### src/rtl/game_pkg.sv
// game_pkg: status encodings and width helpers shared by the game-progress controller
package game_pkg;
    typedef enum logic [2:0] {
        ST_START     = 3'd0,
        ST_PLAYING   = 3'd1,
        ST_LEVEL_INC = 3'd2,
        ST_WORLD_INC = 3'd3,
        ST_LIFE_LOST = 3'd4,
        ST_LOSE      = 3'd5,
        ST_WIN       = 3'd6
    } gameState_t;
    localparam logic [1:0] PS_PLAY = 2'd0;
    localparam logic [1:0] PS_PASS = 2'd1;
    localparam logic [1:0] PS_DIED = 2'd2;
    localparam int LEVEL_W = 3;
    function automatic int widthOf(input int n);
        return (n > 1) ? $clog2(n) : 1;
    endfunction
endpackage

### src/rtl/rising_edge_detect.sv
// rising_edge_detect: one-cycle pulse on the rising edge of a debounced level
module rising_edge_detect (
    input  logic clk,
    input  logic rst,
    input  logic sig,
    output logic rise
);
    logic sigQ;
    always_ff @(posedge clk) sigQ <= rst ? 1'b0 : sig;
    assign rise = sig & ~sigQ;
endmodule

### src/rtl/game_progress_fsm.sv
// game_progress_fsm: sequences start, level/world advance, life loss, bonus lives and win/lose
module game_progress_fsm
    import game_pkg::*;
#(
    parameter int NUM_LEVELS  = 4,
    parameter int NUM_WORLDS  = 3,
    parameter int START_LIVES = 3,
    parameter int MAX_LIVES   = 7,
    parameter int BONUS_EVERY = 4,
    parameter int HOLD_CYCLES = 2
) (
    input  logic                               clk,
    input  logic                               rst,
    input  logic                               start_btn,
    input  logic [1:0]                         player_status,
    output logic [2:0]                         game_status,
    output logic [widthOf(NUM_WORLDS)-1:0]     world,
    output logic [LEVEL_W-1:0]                 level,
    output logic [widthOf(MAX_LIVES+1)-1:0]    lives,
    output logic                               level_load,
    output logic                               busy
);
    localparam int WorldW   = widthOf(NUM_WORLDS);
    localparam int LivesW   = widthOf(MAX_LIVES + 1);
    localparam int HoldW    = widthOf(HOLD_CYCLES);
    localparam int BonusW   = widthOf(BONUS_EVERY);
    localparam int BonusTop = (BONUS_EVERY > 0) ? BONUS_EVERY - 1 : 0;

    gameState_t        state;
    logic [HoldW-1:0]  holdCnt;
    logic [BonusW-1:0] bonusCnt;
    logic [LivesW-1:0] livesUp;
    logic startRise, lastLevel, lastWorld, holdDone, bonusHit;

    rising_edge_detect startEdge (
        .clk  (clk),
        .rst  (rst),
        .sig  (start_btn),
        .rise (startRise)
    );

    assign lastLevel   = level == LEVEL_W'(NUM_LEVELS - 1);
    assign lastWorld   = world == WorldW'(NUM_WORLDS - 1);
    assign holdDone    = holdCnt >= HoldW'(HOLD_CYCLES - 1);
    assign bonusHit    = bonusCnt == BonusW'(BonusTop);
    assign livesUp     = (lives >= LivesW'(MAX_LIVES)) ? lives : lives + 1'b1;
    assign game_status = state;
    assign busy        = state inside {ST_LEVEL_INC, ST_WORLD_INC, ST_LIFE_LOST};

    always_ff @(posedge clk) begin
        if (rst) begin
            state      <= ST_START;
            world      <= '0;
            level      <= '0;
            lives      <= LivesW'(START_LIVES);
            level_load <= 1'b0;
            holdCnt    <= '0;
            bonusCnt   <= '0;
        end else begin
            level_load <= 1'b0;
            // Saturating so a long-held status never wraps the count
            holdCnt    <= busy ? (holdDone ? holdCnt : holdCnt + 1'b1) : '0;
            case (state)
                ST_START, ST_LOSE, ST_WIN: begin
                    if (startRise) begin
                        state      <= ST_PLAYING;
                        world      <= '0;
                        level      <= '0;
                        lives      <= LivesW'(START_LIVES);
                        bonusCnt   <= '0;
                        level_load <= 1'b1;
                    end
                end
                ST_PLAYING: begin
                    if (player_status == PS_PASS) begin
                        if (lastLevel && lastWorld) begin
                            state <= ST_WIN;
                        end else begin
                            state <= lastLevel ? ST_WORLD_INC : ST_LEVEL_INC;
                            world <= lastLevel ? world + 1'b1 : world;
                            level <= lastLevel ? '0 : level + 1'b1;
                            if (BONUS_EVERY > 0) begin
                                bonusCnt <= bonusHit ? '0 : bonusCnt + 1'b1;
                                if (bonusHit) lives <= livesUp;
                            end
                        end
                    end else if (player_status == PS_DIED) begin
                        state <= (lives <= LivesW'(1)) ? ST_LOSE : ST_LIFE_LOST;
                        lives <= (lives <= LivesW'(1)) ? '0 : lives - 1'b1;
                    end
                end
                ST_LEVEL_INC, ST_WORLD_INC, ST_LIFE_LOST: begin
                    if (holdDone && player_status == PS_PLAY) begin
                        state      <= ST_PLAYING;
                        level_load <= 1'b1;
                    end
                end
                default: state <= ST_START;
            endcase
        end
    end
endmodule

### config.mk
export PLATFORM = sky130hd
export DESIGN_NAME = game_progress_fsm
export DESIGN_NICKNAME = d
export VERILOG_FILES = /design/src/rtl/game_pkg.sv /design/src/rtl/rising_edge_detect.sv /design/src/rtl/game_progress_fsm.sv
export SDC_FILE = /design/constraint.sdc
export NUM_CORES = 1
export LEC_CHECK = 0
export ABC_CLOCK_PERIOD_IN_PS = 1930
export BUFFER_PORTS_ARGS = -buffer_cell sky130_fd_sc_hd__buf_4
export CORE_MARGIN = 10
export CORE_UTILIZATION = 52
export CTS_BUF_LIST = sky130_fd_sc_hd__clkbuf_4
export CTS_CLUSTER_SIZE = 25
export DETAILED_ROUTE_END_ITERATION = 8
export PLACE_DENSITY = 0.74
export SLEW_MARGIN = 20
export SYNTH_ARGS = -nofsm -noshare
export SYNTH_HDL_FRONTEND = slang
export SYNTH_SLANG_ARGS = --single-unit
export TNS_END_PERCENT = 5
### constraint.sdc
create_clock -name clk -period 1.93 [get_ports clk]
set_clock_uncertainty 0.15 [all_clocks]
set_input_delay 0.2895 -clock clk [delete_from_list [all_inputs] [get_ports clk]]
set_output_delay 0.2895 -clock clk [all_outputs]
set_load 0.01 [all_outputs]
## Yosys cells after proc, flatten, opt, wreduce, memory -nomap -nowiden

Index checks and enable logic that the tools add are counted.

- Flip-flop bits (word level): 16
- Input bits: 5
- Output and inout bits: 13
- Word-level logic and storage cells: 86

- $add $sub $neg: 6
- Magnitude comparators: 3
- Equal/unequal tests: 20
- Muxes and demuxes: 33
- Bitwise gates (word level): 3
- Reduce and logical (&&, ||, !) cells: 13

Operators by type and width:

| operator | count |
|---|---|
| 3-bit 2-to-1 mux | 16 |
| 2-bit 2-to-1 mux | 7 |
| 3-bit inequality test, second input constant | 4 |
| 3-bit one-hot mux with 2 select lines | 2 |
| 3-bit by 2-bit equality test with 1-bit output, second input constant | 3 |
| 3-bit equality test, second input constant | 3 |
| 3-bit one-hot mux with 3 select lines | 1 |
| 2-bit inequality test, second input constant | 4 |
| 2-bit one-hot mux with 2 select lines | 2 |
| 3-bit by 1-bit adder with 3-bit output, second input constant | 2 |
| 2-bit equality test, second input constant | 3 |
| 6-bit AND reduction | 1 |
| 3-bit OR reduction | 2 |
| 5-bit AND reduction | 1 |
| 2-bit by 1-bit adder with 2-bit output, second input constant | 2 |
| 1-bit 2-to-1 mux | 4 |
| 4-bit AND reduction | 1 |
| 3-bit by 1-bit equality test with 1-bit output, second input constant | 1 |
| 3-bit >= comparator, second input constant | 1 |
| 3-bit by 1-bit less-or-equal comparator with 1-bit output, second input constant | 1 |
| 3-bit logical NOT | 1 |
| 3-bit AND reduction | 1 |
| 3-bit nonzero test | 1 |
| 3-bit by 1-bit subtractor with 3-bit output, second input constant | 1 |
| other kinds (11) | 13 |

## Longest topological paths before layout

Gate-level depths: netlist of the first run.

- Depth after elaboration: 6
- Gate-level depth with buffers: 7
- Mapped depth without buffers: 6

## Hierarchy

Synthesis of the first run repeated with hierarchy kept, for this count alone.

- Cell total of the unflattened synthesis: 136
- Area, all modules: 1,207.4 µm²

Modules (own cells, without submodules):

| module | times used | cells an instance | area an instance (µm²) | seq. area each (µm²) |
|---|---|---|---|---|
| game_progress_fsm | 1 | 133 | 1,159.9 | 300.3 |
| rising_edge_detect | 1 | 3 | 47.5 | 20.0 |

## Least setup slack after synthesis of the first run

Ideal clock, no wire load.

- Path kind: input to register
- From: input port player_status[1]
- To: register world[0]
- Library setup time: 123 ps
- Arrival: 1,514 ps
- Required time: 1,657 ps
- Path slack: 142 ps
- Stages on the path: 7
- Buffers on the path: 1
- Cell sequence: inv_1 -> ha_1 -> buf_2 -> nor4bb_1 -> and2_1 -> o211ai_2 -> mux2_1

- Word-level cells in the longest chain between the ends: 3

RTL lines:

| item | RTL line | RTL |
|---|---|---|
| start, declared | game_progress_fsm.sv:15 | `input logic [1:0] player_status,` |
| 2-bit by 1-bit equality test with 1-bit output | game_progress_fsm.sv:75 | `if (player_status == PS_PASS) begin` |
| 2-bit inequality test (no source line) | n/a |  |
| 5-bit AND reduction (no source line) | n/a |  |
| end signal, assigned | game_progress_fsm.sv:80 | `world <= lastLevel ? world + 1'b1 : world;` |
| end, declared | game_progress_fsm.sv:17 | `output logic [widthOf(NUM_WORLDS)-1:0] world,` |

No other way between the ends.
A chain may end at the register's enable or synchronous reset.

## Worst setup path in the final report of the first run

- From: register state[1], in the netlist game_status[1]
- To: output port busy

- Word-level cells in the longest chain between the ends: 2
- Elaborated cells between the ends (all ways): 4
- Those cells by class: 3 x eq/ne; 1 x reduce/logical

RTL lines:

| item | RTL line | RTL |
|---|---|---|
| start, declared | game_progress_fsm.sv:29 | `gameState_t state;` |
| start signal, assigned | game_progress_fsm.sv:79 | `state <= lastLevel ? ST_WORLD_INC : ST_LEVEL_INC;` |
| start signal, assigned | game_progress_fsm.sv:88 | `state <= (lives <= LivesW'(1)) ? ST_LOSE : ST_LIFE_LOST;` |
| 3-bit by 2-bit equality test with 1-bit output or 3-bit equality test (tied branches) | game_progress_fsm.sv:48 | `assign busy = state inside {ST_LEVEL_INC, ST_WORLD_INC, ST_LIFE_LOST};` |
| 3-bit nonzero test (*) | game_progress_fsm.sv:48 |  |
| end, declared | game_progress_fsm.sv:21 | `output logic busy` |

Mark *: on every way between the ends. The rest lies on a longest branch, timed or not.

==> impl_metrics.env, run 1 <==
export IMPL_status="completed"
export IMPL_critPathCaptureType="output port"
export IMPL_cp_common_cell="buf_4"
export IMPL_p_leak_uw=0.000593
export IMPL_tritoncts="done"
export IMPL_rsz0062_at_grt="true"
export IMPL_synth_nets=137
export IMPL_core_mm2=0.00198
export IMPL_drtPass1Iterations=4
export IMPL_grt_ovfl_total=0
export IMPL_viasPerCell=5.53
export IMPL_die_w_um=65.8
export IMPL_drive_above_1_share_pct=31.0
export IMPL_port_buffers=17
export IMPL_setup_violations=0
export IMPL_ys_flop_type="dfxtp_1"
export IMPL_p_int_uw=507
export IMPL_layout_nets=160
export IMPL_max_stage_delay_ns=0.54
export IMPL_yosys_top_cells_area="dfxtp_1 29%, ha_1 10%, mux2_2 4.1%"
export IMPL_cts_buffers=3
export IMPL_routed_wl_um=2410
export IMPL_slowest_stage="dfxtp_1"
export IMPL_switching_power_uw=223
export IMPL_ys_types=44
export IMPL_dp_slack_ns=0.0331
export IMPL_critPathTopFamily="flip-flops"
export IMPL_sw_frac_of_total_pct=30.6
export IMPL_post_drt_wl_per_cell_um=14.0
export IMPL_setup_slack_ns=0.0976
export IMPL_critPathMaxFanout=9
export IMPL_vias=951
export IMPL_cp_data_required_time_ns=1.49
export IMPL_finalCriticalPeriod_ns=1.83
export IMPL_start_util_pct=55.0
export IMPL_htreeDepth=1
export IMPL_irDropWorstVdd_v=0.000438
export IMPL_max_freq_ghz=0.546
export IMPL_clock_root_buffer="clkbuf_4"
export IMPL_seq_power_share_pct=49.0
export IMPL_drc=0
export IMPL_rows=16
export IMPL_fin_util_pct=66.0
export IMPL_synth_area_per_cell_um2=8.86
export IMPL_pwr_density_cell_mw_per_mm2=558
export IMPL_cts_sinks=16
export IMPL_syn_to_final_growth_pct=20.0
export IMPL_synth_edff_count=0
export IMPL_die_h_um=65.8
export IMPL_finalHoldViolations=0
export IMPL_clockBufferDepth=2
export IMPL_worstMarginPinSlew_ns=0.363
export IMPL_grt_first_pass_wirelength_um=4200
export IMPL_clk_pin_slew_ns=0.10
export IMPL_clkPwrFrac_pct=26.3
export IMPL_drtIter0Drc=63
export IMPL_path_class="reg -> out"
export IMPL_maxCapViolations=0
export IMPL_grt_max_degree=12
export IMPL_path_cells="buf_4, nor3_1, a21o_1, buf_4"
export IMPL_mostFrequentLayoutCells="23 x buf_4, 14 x dfxtp_1, 11 x nand2_1, 9 x ha_1, 8 x inv_1"
export IMPL_async_flop_share_pct=0
export IMPL_postRouteAntennaNets=0
export IMPL_cp_arrival_ns=1.39
export IMPL_min_delay_path_class="in -> reg"
export IMPL_placedCellCount=168
export IMPL_ios=18
export IMPL_slew_violations=0
export IMPL_ys_seq_area_share_pct=29.4
export IMPL_dieArea_mm2=0.00433
export IMPL_hpwlAfterDp_um=1930
export IMPL_clkLatencyLatePin_ns=0.29
export IMPL_grt_pass1_vias=949
export IMPL_layout_cells_most_common="buf_4"
export IMPL_synth_warnings=0
export IMPL_period_share_pct=94.9
export IMPL_grt_antenna_before_repair=0
export IMPL_netlist_instances=123
export IMPL_synth_top_area_cell="dfxtp_1"
export IMPL_synth_top_cell_area_share_pct=29.4
export IMPL_synth_area_mm2=0.00109
export IMPL_startpoint_type="flop"
export IMPL_routabilityCongestion=0.797
export IMPL_power_frac_comb_pct=24.7
export IMPL_maxSlewHeadroom_pct=75.8
export IMPL_grt_total_usage_pct=11.8
export IMPL_synth_ff_latch_count=16
export IMPL_fin_tns_setup_ns=0
export IMPL_final_cells=172
export IMPL_diodes=0
export IMPL_cp_buffers_inverters=2
## final timing paths
kind | from | end | slack [ns] | cells past startpoint
setup / recovery | game_status[1]$_SDFFE_PP0P_ | busy | 0.1 | 4
hold / removal | start_btn | startEdge.sigQ$_SDFF_PP0_ | 0.08 | 2
setup reg to reg | world[0]$_SDFFE_PP0P_ | world[0]$_SDFFE_PP0P_ | 0.13 | 6
hold reg to reg | level[1]$_SDFFE_PP0P_ | level[1]$_SDFFE_PP0P_ | 0.35 | 2
## cell families (layout without fill, tap and decap cells)
kind of cell,Yosys count,count (layout),synth area share (%)
multiplexers,10,10,9.87
buffers and inverters,15,37,5.63
AND/OR/NAND/NOR,50,50,26.6
adder cells (fa/ha/maj),9,9,10.3
AO/OA/AOI/OAI,22,22,17.3
flip-flops,16,16,29.4
XOR/XNOR,1,1,0.804
## layout make-up
class | count | area, µm²
Fill cell | 176 | 674
Sequential cell | 16 | 323
Multi-Input combinational cell | 92 | 714
Inverter | 10 | 37.5
Timing Repair Buffer | 23 | 173
Clock buffer | 3 | 22.5
Tap cell | 27 | 33.8
Clock inverter | 1 | 3.75
## routing by layer
metal	GRT usage (%)	part of all wire, %	vias up	routed length (µm)
li1	-	-	484	-
met1	13.0	41	452	979
met2	20.3	52	11	1260
met3	3.39	5.2	4	126
met4	5.08	1.8	0	43
met5	0	0	-	0
## state kept, by name, indices dropped and copies added, names as in the netlist
name / cells
level: 3
world: 2
level_load: 1
lives: 3
bonusCnt: 2
startEdge.sigQ: 1
game_status: 3
holdCnt: 1
## synth_stat cells (all sizes together), types with 5 or more instances
library cell / count
mux2: 6
nand3b: 5
nand2: 11
dfxtp: 16
nor3: 6
inv: 10
ha: 9
nor2: 6
and2: 5
## what timing repair did
action,in CTS,in global routing
gates resized for setup,0,3
hold buffers,0,0
setup endpoints to repair,0,5
buffers inserted,0,0
## through the flow
stage / total power (µW) / instance area (µm²) / hold slack (ns)
floorplan: 488 / 1090 / 0.268
global placement: 541 / 1270 / 0.323
detailed placement: 546 / 1270 / 0.331
CTS: 735 / 1300 / 0.0796
global route: 765 / 1310 / 0.0901
finish: 730 / 1310 / 0.0841
## power groups by stage
stage,Combinational [µW],Clock [µW],Sequential (µW)
detailed placement,181,0,365
finish,180,192,358
floorplan,122,0,366
global placement,177,0,364
global route,200,204,361
CTS,183,195,357
Power figures use the tool's default switching activity.
==> run 2: changes to the inputs <==
Settings changed: CTS_BUF_LIST sky130_fd_sc_hd__clkbuf_4 to sky130_fd_sc_hd__clkbuf_2 sky130_fd_sc_hd__clkbuf_4 sky130_fd_sc_hd__clkbuf_8.
==> impl_metrics.env, run 2 (synthesis gave the netlist of run 1 again) <==
export IMPL_drive_above_1_share_pct=31.7
export IMPL_power_frac_comb_pct=23.5
export IMPL_critPathMaxFanout=9
export IMPL_irDropWorstVdd_v=0.000455
export IMPL_routabilityCongestion=0.797
export IMPL_drc=0
export IMPL_period_share_pct=94.7
export IMPL_die_h_um=65.8
export IMPL_maxCapViolations=0
export IMPL_sw_frac_of_total_pct=29.3
export IMPL_path_class="reg -> out"
export IMPL_mostFrequentLayoutCells="23 x buf_4, 14 x dfxtp_1, 11 x nand2_1, 9 x ha_1, 8 x inv_1"
export IMPL_p_leak_uw=0.000599
export IMPL_placedCellCount=168
export IMPL_routed_wl_um=2490
export IMPL_syn_to_final_growth_pct=20.9
export IMPL_dp_slack_ns=0.0331
export IMPL_grt_antenna_before_repair=0
export IMPL_worstMarginPinSlew_ns=0.355
export IMPL_diodes=0
export IMPL_fillers=175
export IMPL_layout_cells_most_common="buf_4"
export IMPL_critPathLaunch="game_status[1]$_SDFFE_PP0P_"
export IMPL_hpwlAfterDp_um=1930
export IMPL_finalCriticalPeriod_ns=1.83
export IMPL_slew_violations=0
export IMPL_grt_first_pass_wirelength_um=4320
export IMPL_startpoint_type="flop"
export IMPL_viasPerCell=5.56
export IMPL_grt_pass1_vias=955
export IMPL_cts_buffers=3
export IMPL_post_drt_wl_per_cell_um=14.5
export IMPL_grt_ovfl_total=0
export IMPL_cp_data_required_time_ns=1.49
export IMPL_drtIter0Drc=55
export IMPL_p_int_uw=546
export IMPL_htreeDepth=1
export IMPL_tritoncts="done"
export IMPL_clock_root_buffer="clkbuf_4"
export IMPL_cts_hold_buf=0
export IMPL_setup_violations=0
export IMPL_switching_power_uw=226
export IMPL_finalHoldViolations=0
export IMPL_ios=18
export IMPL_layout_nets=160
export IMPL_grt_max_degree=12
export IMPL_pwr_density_cell_mw_per_mm2=586
export IMPL_regArea_um2=323
export IMPL_postRouteAntennaNets=0
export IMPL_port_buffers=17
export IMPL_start_util_pct=55.0
export IMPL_cts_sinks=16
export IMPL_die_w_um=65.8
export IMPL_setup_slack_ns=0.102
export IMPL_min_delay_path_class="in -> reg"
export IMPL_rows=16
export IMPL_max_freq_ghz=0.547
export IMPL_clockBufferDepth=2
export IMPL_rsz0062_at_grt="true"
export IMPL_cp_arrival_ns=1.39
export IMPL_final_cells=172
export IMPL_maxSlewHeadroom_pct=76.4
export IMPL_drtPass1Iterations=4
export IMPL_multiInputGateArea_um2=714
export IMPL_hold_path_startpoint="start_btn"
export IMPL_clkLatencyLatePin_ns=0.29
export IMPL_whs_ns=0.0841
export IMPL_worstReg2RegStart="world[0]$_SDFFE_PP0P_"
export IMPL_grt_total_usage_pct=12.1
export IMPL_power_uw=772
export IMPL_clkPwrFrac_pct=30.2
export IMPL_dieArea_mm2=0.00433
export IMPL_status="completed"
export IMPL_critPathCaptureType="output port"
export IMPL_seq_power_share_pct=46.3
export IMPL_clk_pin_slew_ns=0.11
export IMPL_core_mm2=0.00198
export IMPL_vias=956
-- run 2: worst max-delay path: stages, from the launching register on --
cell and delay, ns:
dfxtp_1 0.54, buf_4 0.21, nor3_1 0.05, a21o_1 0.16, buf_4 0.14
-- run 2: layer usage --
| metal | up-vias | share of wire, % | GRT usage [%] | wire (µm) |
|---|---|---|---|---|
| li1 | 485 | - | - | - |
| met1 | 460 | 42 | 13.6 | 1050 |
| met2 | 9 | 53 | 20.7 | 1320 |
| met3 | 2 | 4.8 | 3.39 | 119 |
| met4 | 0 | 0.52 | 5.08 | 13 |
| met5 | - | 0 | 0 | 0 |
-- run 2: stage by stage --
stage | cell area (µm²) | util (%) | TNS (ns)
4_1_cts | 1310 | 66.0 | 0
5_1_grt | 1320 | 66.5 | -0.148
2_1_floorplan | 1090 | - | 0
6_report | 1320 | 66.5 | 0
3_3_place_gp | 1270 | 64.2 | 0
3_5_place_dp | 1270 | 64.2 | 0
-- run 2: layout make-up --
type                            instances  share of cell area (%)
Clock buffer                            4                    2.75
Inverter                               10                    2.85
Multi-Input combinational cell         92                    54.2
Sequential cell                        16                    24.5
Tap cell                               27                    2.56
Timing Repair Buffer                   23                    13.1
-- run 2: what timing repair did --
action / in CTS / in global routing
setup endpoints to repair: 0 / 5
setup buffers: 0 / 0
hold endpoints to repair: 0 / 0
gates resized for setup: 0 / 3
-- run 2: path summary, 6_finish.rpt --
path	end	slack, ns	cells past startpoint
worst max register to register	world[0]$_SDFFE_PP0P_	0.11	6
worst min-delay path	startEdge.sigQ$_SDFF_PP0_	0.08	2
worst max-delay path	busy	0.10	4
worst min register to register	level[1]$_SDFFE_PP0P_	0.35	2
-- run 2: power groups by stage --
stage | Sequential [µW] | Combinational (µW) | Clock [µW]
finish | 358 | 181 | 233
global placement | 364 | 177 | 0
floorplan | 366 | 122 | 0
global route | 361 | 201 | 248
detailed placement | 365 | 181 | 0
CTS | 357 | 183 | 238
